--- src/rtl/ahb_wdata_phase_mux.sv ---
// rtl/ahb_wdata_phase_mux.sv - AHB write-data phase multiplexer
// Captures the address-phase master select and steers that master's HWDATA during the data phase.
module ahb_wdata_phase_mux #(
  parameter int NUM_MASTERS = 3,
  parameter int DATA_WIDTH  = 32,
  parameter int SEL_WIDTH   = 3,
  parameter int IDLE_HOLD   = 0
) (
  input  logic                              hclk,
  input  logic                              hresetn,
  input  logic [NUM_MASTERS*DATA_WIDTH-1:0] hwdata_in,
  input  logic [SEL_WIDTH-1:0]              addr_sel,
  input  logic                              addr_valid,
  input  logic                              hready,
  output logic [DATA_WIDTH-1:0]             hwdata,
  output logic [SEL_WIDTH-1:0]              data_sel,
  output logic                              data_valid,
  output logic                              sel_err
);

  localparam logic [SEL_WIDTH:0] NUM_M = (SEL_WIDTH+1)'(NUM_MASTERS);

  logic [SEL_WIDTH-1:0]  data_sel_q, data_sel_d;
  logic                  data_valid_q, data_valid_d;
  logic                  sel_err_q, sel_err_d;
  logic                  sel_oor;
  logic [DATA_WIDTH-1:0] chan_data;
  logic [DATA_WIDTH-1:0] idle_data;

  assign sel_oor = ({1'b0, addr_sel} >= NUM_M);

  // A wait state freezes the pipeline; sel_err is a pulse, so it never holds.
  always_comb begin
    data_sel_d   = data_sel_q;
    data_valid_d = data_valid_q;
    sel_err_d    = 1'b0;
    if (hready) begin
      data_valid_d = addr_valid;
      data_sel_d   = (addr_valid && sel_oor) ? '0 : addr_sel;
      sel_err_d    = addr_valid && sel_oor;
    end
  end

  always_ff @(posedge hclk or negedge hresetn) begin
    if (!hresetn) begin
      data_sel_q   <= '0;
      data_valid_q <= 1'b0;
      sel_err_q    <= 1'b0;
    end else begin
      data_sel_q   <= data_sel_d;
      data_valid_q <= data_valid_d;
      sel_err_q    <= sel_err_d;
    end
  end

  always_comb begin
    chan_data = '0;
    for (int k = 0; k < NUM_MASTERS; k++) begin
      if (data_sel_q == SEL_WIDTH'(k)) begin
        chan_data = hwdata_in[k*DATA_WIDTH +: DATA_WIDTH];
      end
    end
  end

  generate
    if (IDLE_HOLD != 0) begin : g_hold
      logic [DATA_WIDTH-1:0] hold_q, hold_d;

      // Snapshot taken on the edge that completes a write data phase.
      assign hold_d = (data_valid_q && hready) ? chan_data : hold_q;

      always_ff @(posedge hclk or negedge hresetn) begin
        if (!hresetn) begin
          hold_q <= '0;
        end else begin
          hold_q <= hold_d;
        end
      end

      assign idle_data = hold_q;
    end else begin : g_zero
      assign idle_data = '0;
    end
  endgenerate

  assign hwdata     = data_valid_q ? chan_data : idle_data;
  assign data_sel   = data_sel_q;
  assign data_valid = data_valid_q;
  assign sel_err    = sel_err_q;

endmodule

--- config.mk ---
export PLATFORM = sky130hd
export DESIGN_NAME = ahb_wdata_phase_mux
export DESIGN_NICKNAME = d
export VERILOG_FILES = /design/src/rtl/ahb_wdata_phase_mux.sv
export SDC_FILE = /design/constraint.sdc
export NUM_CORES = 1
export LEC_CHECK = 0
export ABC_AREA = 1
export BUFFER_PORTS_ARGS = -buffer_cell sky130_fd_sc_hd__buf_2
export CAP_MARGIN = 20
export CORE_MARGIN = 2
export CORE_UTILIZATION = 35
export DETAILED_ROUTE_END_ITERATION = 8
export PLACE_DENSITY = 0.92
export SETUP_SLACK_MARGIN = 0.4
export SYNTH_ARGS = -nofsm -noshare
export SYNTH_HDL_FRONTEND = slang
export SYNTH_SLANG_ARGS = --single-unit
export TNS_END_PERCENT = 100
--- constraint.sdc ---
create_clock -name hclk -period 1.6 [get_ports hclk]
set_input_delay 0.32 -clock hclk [delete_from_list [all_inputs] [get_ports hclk]]
set_output_delay 0.32 -clock hclk [all_outputs]
set_load 0.1 [all_outputs]
==> results of run 1 <==
[synth_stat cells, drive strengths merged]
cell type / number
a21o: 1
o22ai: 1
nor2: 97
inv: 38
buf: 13
clkbuf: 7
o21ai: 34
nand3: 34
dfrtp: 5
nand2: 38
mux2: 1
[stage by stage]
stage | util [%] | std cells | instance area [um^2]
floorplan | - | 269 | 1558
global placement | 83.85 | 447 | 2820
detailed placement | 83.85 | 447 | 2820
CTS | 88.91 | 458 | 2990
[timing repair]
| item | CTS |
|---|---|
| gates resized for setup | 16 |
| hold buffers | 1 |
| setup buffers | 5 |
| setup endpoints to repair | 38 |
| pin swaps | 6 |
| gates cloned | 1 |
| endpoints found under the hold margin | 5 |
[cells by family after synthesis]
| group | after synthesis | synth area share, % |
|---|---|---|
| flip-flops | 5 | 10.06 |
| AND/OR/NAND/NOR | 169 | 55.43 |
| AO/OA/AOI/OAI | 36 | 14.79 |
| multiplexers | 1 | 0.9054 |
| buffers and inverters | 58 | 18.81 |
==> flow_metrics.env, run 1 <==
export IMPL_syn_area_mm2=0.001244
export IMPL_synth_warnings=0
export IMPL_first_error="[ERROR DPL-0033] detailed placement checks failed during check placement."
export IMPL_synth_top_cells_by_area="nor2_1 29%, nand3_1 13%, o21ai_1 13%"
export IMPL_dp_hpwl_mm=4.831
export IMPL_syn_num_nets=372
export IMPL_ys_ff_latch=5
export IMPL_start_util_pct=36.98
export IMPL_lastStage="5_1_grt"
export IMPL_crit_endpoint="hwdata[0]"
export IMPL_place_ws_ns=-0.1562
export IMPL_yosysSeqAreaShare_pct=10.06
export IMPL_antenna_found_initial=0
export IMPL_io_buffers=139
export IMPL_synth_cell_types=15
export IMPL_syn_inst=269
export IMPL_root_buffer="clkbuf_4"
export IMPL_cts_path_max_buffers=2
export IMPL_die_y_um=63.61
export IMPL_grt_max_degree=33
export IMPL_htreeDepth=1
export IMPL_rows=21
export IMPL_cts_buffers_inserted=3
export IMPL_synth_avg_cell_area_um2=4.623
export IMPL_worst_endpoint_kind="output port"
export IMPL_place_gp_congestion=0.8177
export IMPL_post_synth_top_area_cell="nor2_1"
export IMPL_clock_sinks=5
export IMPL_outcome="stopped before the end"
export IMPL_io_pins=140
export IMPL_synth_top_area_share_pct=28.97
export IMPL_fp_dieW_um=63.61
==> run 2, diff against run 1 <==
--- a/config.mk
+++ b/config.mk
@@ -8,11 +8,10 @@
 export ABC_AREA = 1
 export BUFFER_PORTS_ARGS = -buffer_cell sky130_fd_sc_hd__buf_2
 export CAP_MARGIN = 20
-export CORE_MARGIN = 2
-export CORE_UTILIZATION = 35
+export CORE_AREA = 2 2 63 65
 export DETAILED_ROUTE_END_ITERATION = 8
-export PLACE_DENSITY = 0.92
-export SETUP_SLACK_MARGIN = 0.4
+export DIE_AREA = 0 0 65 67
+export PLACE_DENSITY_LB_ADDON = 0.15
 export SYNTH_ARGS = -nofsm -noshare
 export SYNTH_HDL_FRONTEND = slang
 export SYNTH_SLANG_ARGS = --single-unit
==> run 2 against run 1 <==
Compared with the run above:
- the flow now finishes, with violations (negative setup slack)
- area after synthesis did not move
- synthesized cell count did not move
==> flow_metrics.env, run 2 <==
export IMPL_outcome="finished with violations"
export IMPL_violations="negative setup slack"
export IMPL_fin_nets=512
export IMPL_core_area_mm2=0.003606
export IMPL_clock_sinks=5
export IMPL_via_per_inst=4.879
export IMPL_synthToLayoutAreaGrowth_pct=145.1
export IMPL_cts_path_max_buffers=2
export IMPL_ys_ff_latch=5
export IMPL_fp_dieW_um=65
export IMPL_die_y_um=67
export IMPL_grt_pass1_vias=2043
export IMPL_cts_buffers_inserted=3
export IMPL_drt_pre_antenna_iters=4
export IMPL_num_fill_cells=232
export IMPL_rows=22
export IMPL_finalSetupViolCount=32
export IMPL_synth_async_reset_ratio_pct=100.0
export IMPL_place_gp_congestion=0.8368
export IMPL_syn_inst=269
export IMPL_path_class="register to primary output"
export IMPL_arrival_ns=1.66
export IMPL_hold_violations=0
export IMPL_slowest_delay_ns=0.49
export IMPL_synth_top_area_share_pct=28.97
export IMPL_via_count=2225
export IMPL_synth_edf_count=0
export IMPL_die_area_mm2=0.004355
export IMPL_grt_ovfl_total=0
export IMPL_fin_cells=456
export IMPL_p_total_uw=2687
export IMPL_clk_pin_slew_ns=0.04
export IMPL_clock_skew_ns=0
export IMPL_vdd_drop_max_v=0.0007449
export IMPL_worst_path_max_fanout=10
export IMPL_clock_latency_ns=0.22
export IMPL_largest_reg_flops=3
export IMPL_syn_area_mm2=0.001244
export IMPL_start_util_pct=34.49
export IMPL_fmax_mhz=504.6
export IMPL_synth_warnings=0
export IMPL_antenna_left=0
export IMPL_synth_ff_type="dfrtp_1"
export IMPL_worstHoldPathType="input pin to register"
export IMPL_synth_cell_types=15
export IMPL_crit_path_end_kind="primary output"
export IMPL_antenna_found_initial=0
export IMPL_yosysMostFrequentCell="nor2_1"
export IMPL_yosysSeqAreaShare_pct=10.06
export IMPL_period_share_pct=123.9
export IMPL_maxCapViolCount=0
export IMPL_final_common_cell="buf_2"
export IMPL_grt_usage_pct=25.69
export IMPL_post_synth_top_area_cell="nor2_1"
export IMPL_synth_avg_cell_area_um2=4.623
export IMPL_dp_hpwl_mm=4.541
export IMPL_htreeDepth=1
export IMPL_io_pins=140
export IMPL_routed_wl_mm=5.752
export IMPL_reg2reg_depth=5
export IMPL_drive_gt1_share_pct=55.64
export IMPL_dp_cells=451
export IMPL_io_buffers=139
export IMPL_cp_required_ns=1.28
export IMPL_setup_slack_ns=-0.3817
export IMPL_hold_depth=2
export IMPL_drt_initial_drc_count=152
export IMPL_diodes=0
export IMPL_layout_core_utilization_pct=84.52
export IMPL_slowest_stage="dfrtp_4"
export IMPL_synth_top_cells_by_area="nor2_1 29%, nand3_1 13%, o21ai_1 13%"
export IMPL_syn_num_nets=372
export IMPL_grt_max_degree=30
export IMPL_mostFrequentLayoutCells="104 x buf_2, 40 x buf_12, 39 x nor2_1"
export IMPL_place_ws_ns=-0.1094
export IMPL_tns_ns=-10.70
export IMPL_grt_pass1_wl_mm=8.983
export IMPL_slew_limit_headroom_pct=68.06
export IMPL_cellPowerDensity_mw_per_mm2=881.6
export IMPL_wl_per_cell_um=12.61
export IMPL_cts_tree="done"
export IMPL_synthTopCellsByCount="96 x nor2_1, 38 x nand2_1, 36 x inv_1"
export IMPL_start_kind="register"
export IMPL_rsz0062_at_grt="true"
export IMPL_cp_cell_sequence="nor2_4, nand2_4, buf_8, nor2_1, nor2_1, nor2_4, buf_12"
export IMPL_leakage_uw=0.001596
export IMPL_worst_slew_pin_slew_ns=0.4824
export IMPL_maxSlewViolCount=0
export IMPL_drc=0
export IMPL_min_period_ns=1.982
export IMPL_root_buffer="clkbuf_8"
-- run 2: cell counts after synthesis --
Identical to the previous run, type by type.
-- run 2: cell families (layout without fill, tap and decap cells) --
kind of cell	after synthesis	after routing	share of synthesized area, %
mux	1	1	0.9054
compound gates	36	36	14.79
buf+inv	58	197	18.81
simple gates	169	169	55.43
flops	5	5	10.06
-- run 2: final cells by class --
type                    instances  area, um^2  area share [%]
repair buffers                155        1429           46.88
multi-input cells             206        1231           40.39
inverters                      38       145.1           4.762
flip-flops and latches          5       137.6           4.516
well taps                      48       60.06           1.970
clock buffers                   4       45.04           1.478
-- run 2: what timing repair did --
item | CTS | global route
hold buffers | 1 | 0
setup endpoints to repair | 32 | 32
gates resized for setup | 10 | 28
buffers inserted | 0 | 0
endpoints found under the hold margin | 5 | 0
pin swaps | 6 | 4
-- run 2: final timing paths --
path / from / endpoint / slack (ns)
min in group asynchronous: hresetn / sel_err / 0.44
max in group asynchronous: hresetn / data_sel[1] / 1.01
min reg2reg: data_valid / data_valid / 0.75
max: data_sel[1] / hwdata[21] / -0.38
max reg2reg: data_sel[1] / data_sel[1] / 0.59
min: addr_valid / data_sel[2] / 0.33
-- run 2: critical path, delay by kind of cell, from the launching register on --
family	cells	cell delay [ns]
buffers and inverters	2	0.34
and+or+nand+nor	5	0.59
DFF	1	0.49
-- run 2: per-stage QoR --
| stage | hold slack [ns] | area [um^2] |
|---|---|---|
| final | 0.3306 | 3048 |
| after global routing | 0.3507 | 3048 |
| after global placement | 0.1349 | 2874 |
| after CTS | 0.3319 | 2960 |
| after detailed placement | 0.1406 | 2874 |
| after floorplan | 0.02441 | 1556 |
-- run 2: metal layers --
metal / track usage, % / routed length [um] / vias up
li1: - / - / 1102
met4: 3.989 / 76 / 0
met5: 0 / 0 / -
met2: 49.61 / 3099 / 107
met3: 4.730 / 511 / 13
met1: 29.57 / 2065 / 1003
-- run 2: power breakdown --
part           leakage [uW]  internal [uW]  switching (uW)
clock             0.0000228            171            67.2
sequential        0.0000580            143            15.4
combinational       0.00152            819            1470
(Power assumes the default switching activity.)
==> run 3, diff against run 2 <==
--- a/config.mk
+++ b/config.mk
@@ -12,6 +12,7 @@
 export DETAILED_ROUTE_END_ITERATION = 8
 export DIE_AREA = 0 0 65 67
 export PLACE_DENSITY_LB_ADDON = 0.15
+export SKIP_CTS_REPAIR_TIMING = 1
 export SYNTH_ARGS = -nofsm -noshare
 export SYNTH_HDL_FRONTEND = slang
 export SYNTH_SLANG_ARGS = --single-unit
==> run 3 against run 2 <==
Compared with the run above:
- the run still ends with negative setup slack left
- global-route usage is 0.75 points lower
- final area fell by 3.0%
- register-to-register slack about the same
- clock power about the same
- cell count is 0.22% higher
- core utilization down 2.6 points
- via count down 1.9%
- non-clock buffer count up 1
- critical path depth unchanged
- die area unchanged
- fmax up 0.80%
- critical endpoint is now hwdata[2]
- highest routed layer unchanged
==> flow_metrics.env, run 3 (same netlist as run 2, synthesis figures left out) <==
export IMPL_outcome="finished with violations"
export IMPL_violations="negative setup slack"
export IMPL_worst_slew_pin_slew_ns=0.4829
export IMPL_htreeDepth=1
export IMPL_antenna_left=0
export IMPL_cts_tree="done"
export IMPL_start_util_pct=34.49
export IMPL_min_from="addr_valid"
export IMPL_cp_top_family="simple AND/OR/NAND/NOR gates"
export IMPL_grt_max_degree=30
export IMPL_fin_cells=457
export IMPL_finalSetupViolCount=32
export IMPL_r2r_start="data_sel[1]"
export IMPL_wl_per_cell_um=12.26
export IMPL_cp_cell_sequence="nor2_4, buf_4, nand3_1, nand2_1, nor2_2, nor2_4, buf_12"
export IMPL_period_share_pct=122.9
export IMPL_slowest_stage="dfrtp_4"
export IMPL_die_area_mm2=0.004355
export IMPL_leakage_uw=0.001584
export IMPL_dp_cells=451
export IMPL_crit_top_cell="nor2_4"
export IMPL_root_buffer="clkbuf_8"
export IMPL_seq_area_um2=137.6
export IMPL_cp_startpoint="data_sel[2]"
export IMPL_multiInputGateArea_mm2=0.001150
export IMPL_fin_nets=513
export IMPL_start_kind="register"
export IMPL_path_class="register to primary output"
export IMPL_place_ws_ns=-0.1094
export IMPL_die_y_um=67
export IMPL_dp_hpwl_mm=4.541
export IMPL_arrival_ns=1.65
export IMPL_worst_path_max_fanout=15
export IMPL_via_per_inst=4.777
export IMPL_cts_path_max_buffers=2
export IMPL_maxSlewViolCount=0
export IMPL_drt_pre_antenna_iters=5
export IMPL_layout_core_utilization_pct=81.96
export IMPL_drive_gt1_share_pct=50.37
export IMPL_vdd_drop_max_v=0.0007471
export IMPL_worstHoldPathType="input pin to register"
export IMPL_antenna_found_initial=0
export IMPL_cts_buffers_inserted=3
export IMPL_drc=0
export IMPL_io_pins=140
export IMPL_critical_path_buf_inv_count=2
export IMPL_core_area_mm2=0.003606
export IMPL_cellPowerDensity_mw_per_mm2=889.4
export IMPL_rsz0062_at_grt="true"
export IMPL_min_period_ns=1.966
export IMPL_mostFrequentLayoutCells="104 x buf_2, 58 x nor2_1, 40 x buf_12"
export IMPL_routed_wl_mm=5.601
export IMPL_slowest_delay_ns=0.49
export IMPL_grt_pass1_vias=2036
export IMPL_final_common_cell="buf_2"
export IMPL_hold_violations=0
export IMPL_place_gp_congestion=0.8368
export IMPL_crit_path_end_kind="primary output"
export IMPL_fmax_mhz=508.6
export IMPL_clk_pin_slew_ns=0.04
export IMPL_via_count=2183
export IMPL_slew_limit_headroom_pct=68.03
export IMPL_largest_reg_flops=3
export IMPL_grt_pass1_wl_mm=8.756
export IMPL_synthToLayoutAreaGrowth_pct=137.6
export IMPL_num_fill_cells=258
export IMPL_drt_initial_drc_count=187
export IMPL_grt_usage_pct=24.94
export IMPL_rows=22
export IMPL_clock_sinks=5
export IMPL_io_buffers=139
export IMPL_p_total_uw=2628
export IMPL_maxCapViolCount=0
export IMPL_clock_skew_ns=0
export IMPL_clock_latency_ns=0.22
export IMPL_cp_required_ns=1.28
export IMPL_setup_slack_ns=-0.3660
export IMPL_fp_dieW_um=65
export IMPL_grt_ovfl_total=0
export IMPL_diodes=0
[run 3: through the flow]
step / instance area (um^2) / setup TNS [ns] / hold WS, ns
after detailed placement: 2874 / -2.539 / 0.1406
after CTS: 2919 / -10.10 / -0.09264
final: 2955 / -10.32 / 0.3323
after global placement: 2874 / -1.678 / 0.1349
after floorplan: 1556 / -13.87 / 0.02441
after global routing: 2955 / -12.44 / 0.3507
[run 3: final timing paths]
check,to,slack (ns),cells past startpoint
max,hwdata[2],-0.37,7
min,data_sel[2],0.33,2
max reg2reg,data_sel[1],0.58,5
min reg2reg,data_valid,0.75,2
max in group asynchronous,data_sel[1],1.01,2
min in group asynchronous,sel_err,0.44,2
[run 3: report_power, final]
group          internal (uW)  leakage, uW  switching, uW
logic                    796      0.00150           1430
registers                143    0.0000580           15.2
clock network            172    0.0000228           68.2
[run 3: cell type report]
cell class | instances | share of cell area [%]
inverter | 38 | 4.911
multi-input combinational | 206 | 38.91
timing repair buffer | 156 | 47.97
clock buffer | 4 | 1.524
tap | 48 | 2.032
sequential | 5 | 4.657
[run 3: layer usage]
metal	track usage [%]	vias to the layer above	wire, um
met1	27.04	952	2026
li1	-	1105	-
met5	0	-	0
met2	49.23	115	3033
met4	5.585	0	56
met3	4.899	11	484
==> run 4, diff against run 3 <==
==> constraint.sdc (replaced) <==
create_clock -name hclk -period 2.1 [get_ports hclk]
set_input_delay 0.42 -clock hclk [delete_from_list [all_inputs] [get_ports hclk]]
set_output_delay 0.42 -clock hclk [all_outputs]
set_load 0.1 [all_outputs]
==> run 4 against run 3 <==
Compared with the run above:
- the run still ends with negative setup slack left
- hold slack better by 0.10 ns
- cell count unchanged
- count of clock-buffer cells in the layout down 1
- global-route usage down 0.65 points
- critical path depth up 1
- non-clock buffer count down 1
- sequential share of layout area down 0.41 points
- clock skew unchanged
- routed wire length up 20%
- via count up 4.8%
- die area unchanged
- flip-flop and latch count unchanged
- highest routed layer unchanged
==> flow_metrics.env, run 4 (same netlist as run 2, synthesis figures left out) <==
export IMPL_p_total_uw=2170
export IMPL_worst_slew_pin_slew_ns=0.5710
export IMPL_clock_skew_ns=0
export IMPL_wl_met2_mm=3.515
export IMPL_grt_ovfl_total=0
export IMPL_worst_path_max_fanout=8
export IMPL_slowest_delay_ns=0.50
export IMPL_cts_path_max_buffers=2
export IMPL_drt_pre_antenna_iters=4
export IMPL_setup_slack_ns=-0.05919
export IMPL_rsz0062_at_grt="true"
export IMPL_place_gp_congestion=0.8422
export IMPL_cellPowerDensity_mw_per_mm2=670.2
export IMPL_wl_met3_um=483
export IMPL_clk_pin_slew_ns=0.04
export IMPL_wl_per_cell_um=14.73
export IMPL_cts_buffers_inserted=3
export IMPL_root_buffer="clkbuf_8"
export IMPL_mostFrequentLayoutCells="107 x buf_2, 52 x nor2_4, 42 x nor2_2"
export IMPL_dp_hpwl_mm=4.115
export IMPL_drt_initial_drc_count=141
export IMPL_fin_cells=457
export IMPL_dp_cells=443
export IMPL_routed_wl_mm=6.732
export IMPL_layout_core_utilization_pct=89.80
export IMPL_antenna_left=0
export IMPL_core_area_mm2=0.003606
export IMPL_maxCapViolCount=0
export IMPL_die_y_um=67
export IMPL_worstHoldPathType="input pin to register"
export IMPL_violations="negative setup slack"
export IMPL_arrival_ns=1.74
export IMPL_antenna_found_initial=0
export IMPL_diodes=0
export IMPL_via_count=2288
export IMPL_fin_nets=513
export IMPL_io_buffers=139
export IMPL_fp_dieW_um=65
export IMPL_slowest_stage="dfrtp_4"
export IMPL_period_share_pct=102.8
export IMPL_drive_gt1_share_pct=65.28
export IMPL_start_util_pct=34.49
export IMPL_path_class="register to primary output"
export IMPL_grt_pass1_wl_mm=8.328
export IMPL_start_kind="register"
export IMPL_clock_sinks=5
export IMPL_cp_cell_sequence="nor2_4, buf_12, buf_6, nand3_1, nand2_1, nor2_2, nor2_4, buf_12"
export IMPL_outcome="finished with violations"
export IMPL_cp_required_ns=1.68
export IMPL_grt_max_degree=35
export IMPL_clock_latency_ns=0.23
export IMPL_leakage_uw=0.001620
export IMPL_met1_length_mm=2.556
export IMPL_hold_violations=0
export IMPL_cts_tree="done"
export IMPL_slew_limit_headroom_pct=61.93
export IMPL_via_per_inst=5.007
export IMPL_die_area_mm2=0.004355
export IMPL_grt_pass1_vias=1927
export IMPL_grt_usage_pct=24.29
export IMPL_critical_path_buf_inv_count=3
export IMPL_fmax_mhz=463.1
export IMPL_final_common_cell="buf_2"
export IMPL_synthToLayoutAreaGrowth_pct=160.4
export IMPL_crit_path_end_kind="primary output"
export IMPL_highest_layer="met4"
export IMPL_cp_top_family="simple AND/OR/NAND/NOR gates"
export IMPL_drc=0
export IMPL_maxSlewViolCount=0
export IMPL_largest_reg_flops=3
export IMPL_rows=22
export IMPL_min_period_ns=2.159
export IMPL_io_pins=140
export IMPL_finalSetupViolCount=13
export IMPL_htreeDepth=1
export IMPL_vdd_drop_max_v=0.0007151
-- run 4: changes by cell type in the layout (fill, tap and decap cells not counted), sizes merged --
cell | previous run | this run
clkbuf | 4 | 5
nand2 | 38 | 39
clkinv | 0 | 1
buf | 155 | 152
-- run 4: per-stage QoR --
step / TNS (ns) / hold slack, ns / setup slack, ns / instance area [um^2]
2_1_floorplan: -1.150 / 0.1244 / -0.03847 / 1556
3_3_place_gp: 0 / 0.2349 / 0.2008 / 2706
3_5_place_dp: 0 / 0.2355 / 0.1642 / 2706
4_1_cts: -2.121 / -0.005743 / -0.08371 / 2753
5_1_grt: -1.741 / 0.4366 / -0.1100 / 3238
6_report: -0.2283 / 0.4322 / -0.05919 / 3238
-- run 4: final timing paths --
path / cells after the start / slack (ns) / startpoint / to
worst min register to register: 2 / 0.72 / data_sel[2] / data_sel[2]
worst max register to register: 1 / 1.00 / data_valid / data_valid
worst min-delay path: 2 / 0.43 / addr_valid / data_sel[2]
worst max-delay path: 8 / -0.06 / data_sel[2] / hwdata[0]
max in group asynchronous: 2 / 1.43 / hresetn / data_sel[2]
min in group asynchronous: 2 / 0.52 / hresetn / data_sel[0]
-- run 4: cell type report --
| class | instances | area, um^2 |
|---|---|---|
| clock inverter | 1 | 5.005 |
| sequential | 5 | 137.6 |
| inverter | 38 | 145.1 |
| multi-input combinational | 207 | 1436 |
| timing repair buffer | 155 | 1413 |
| clock buffer | 3 | 41.29 |
| fill | 179 | 367.9 |
| tap | 48 | 60.06 |
-- run 4: layer usage --
| metal | global-route usage (%) | vias up |
|---|---|---|
| li1 | - | 1110 |
| met4 | 7.979 | 0 |
| met1 | 25.40 | 1054 |
| met5 | 0 | - |
| met3 | 5.405 | 19 |
| met2 | 47.42 | 105 |
-- run 4: power breakdown --
group	internal, uW	leakage, uW	switching [uW]
clock network	129	0.0000255	61.2
registers	108	0.0000580	28.4
logic	653	0.00154	1190
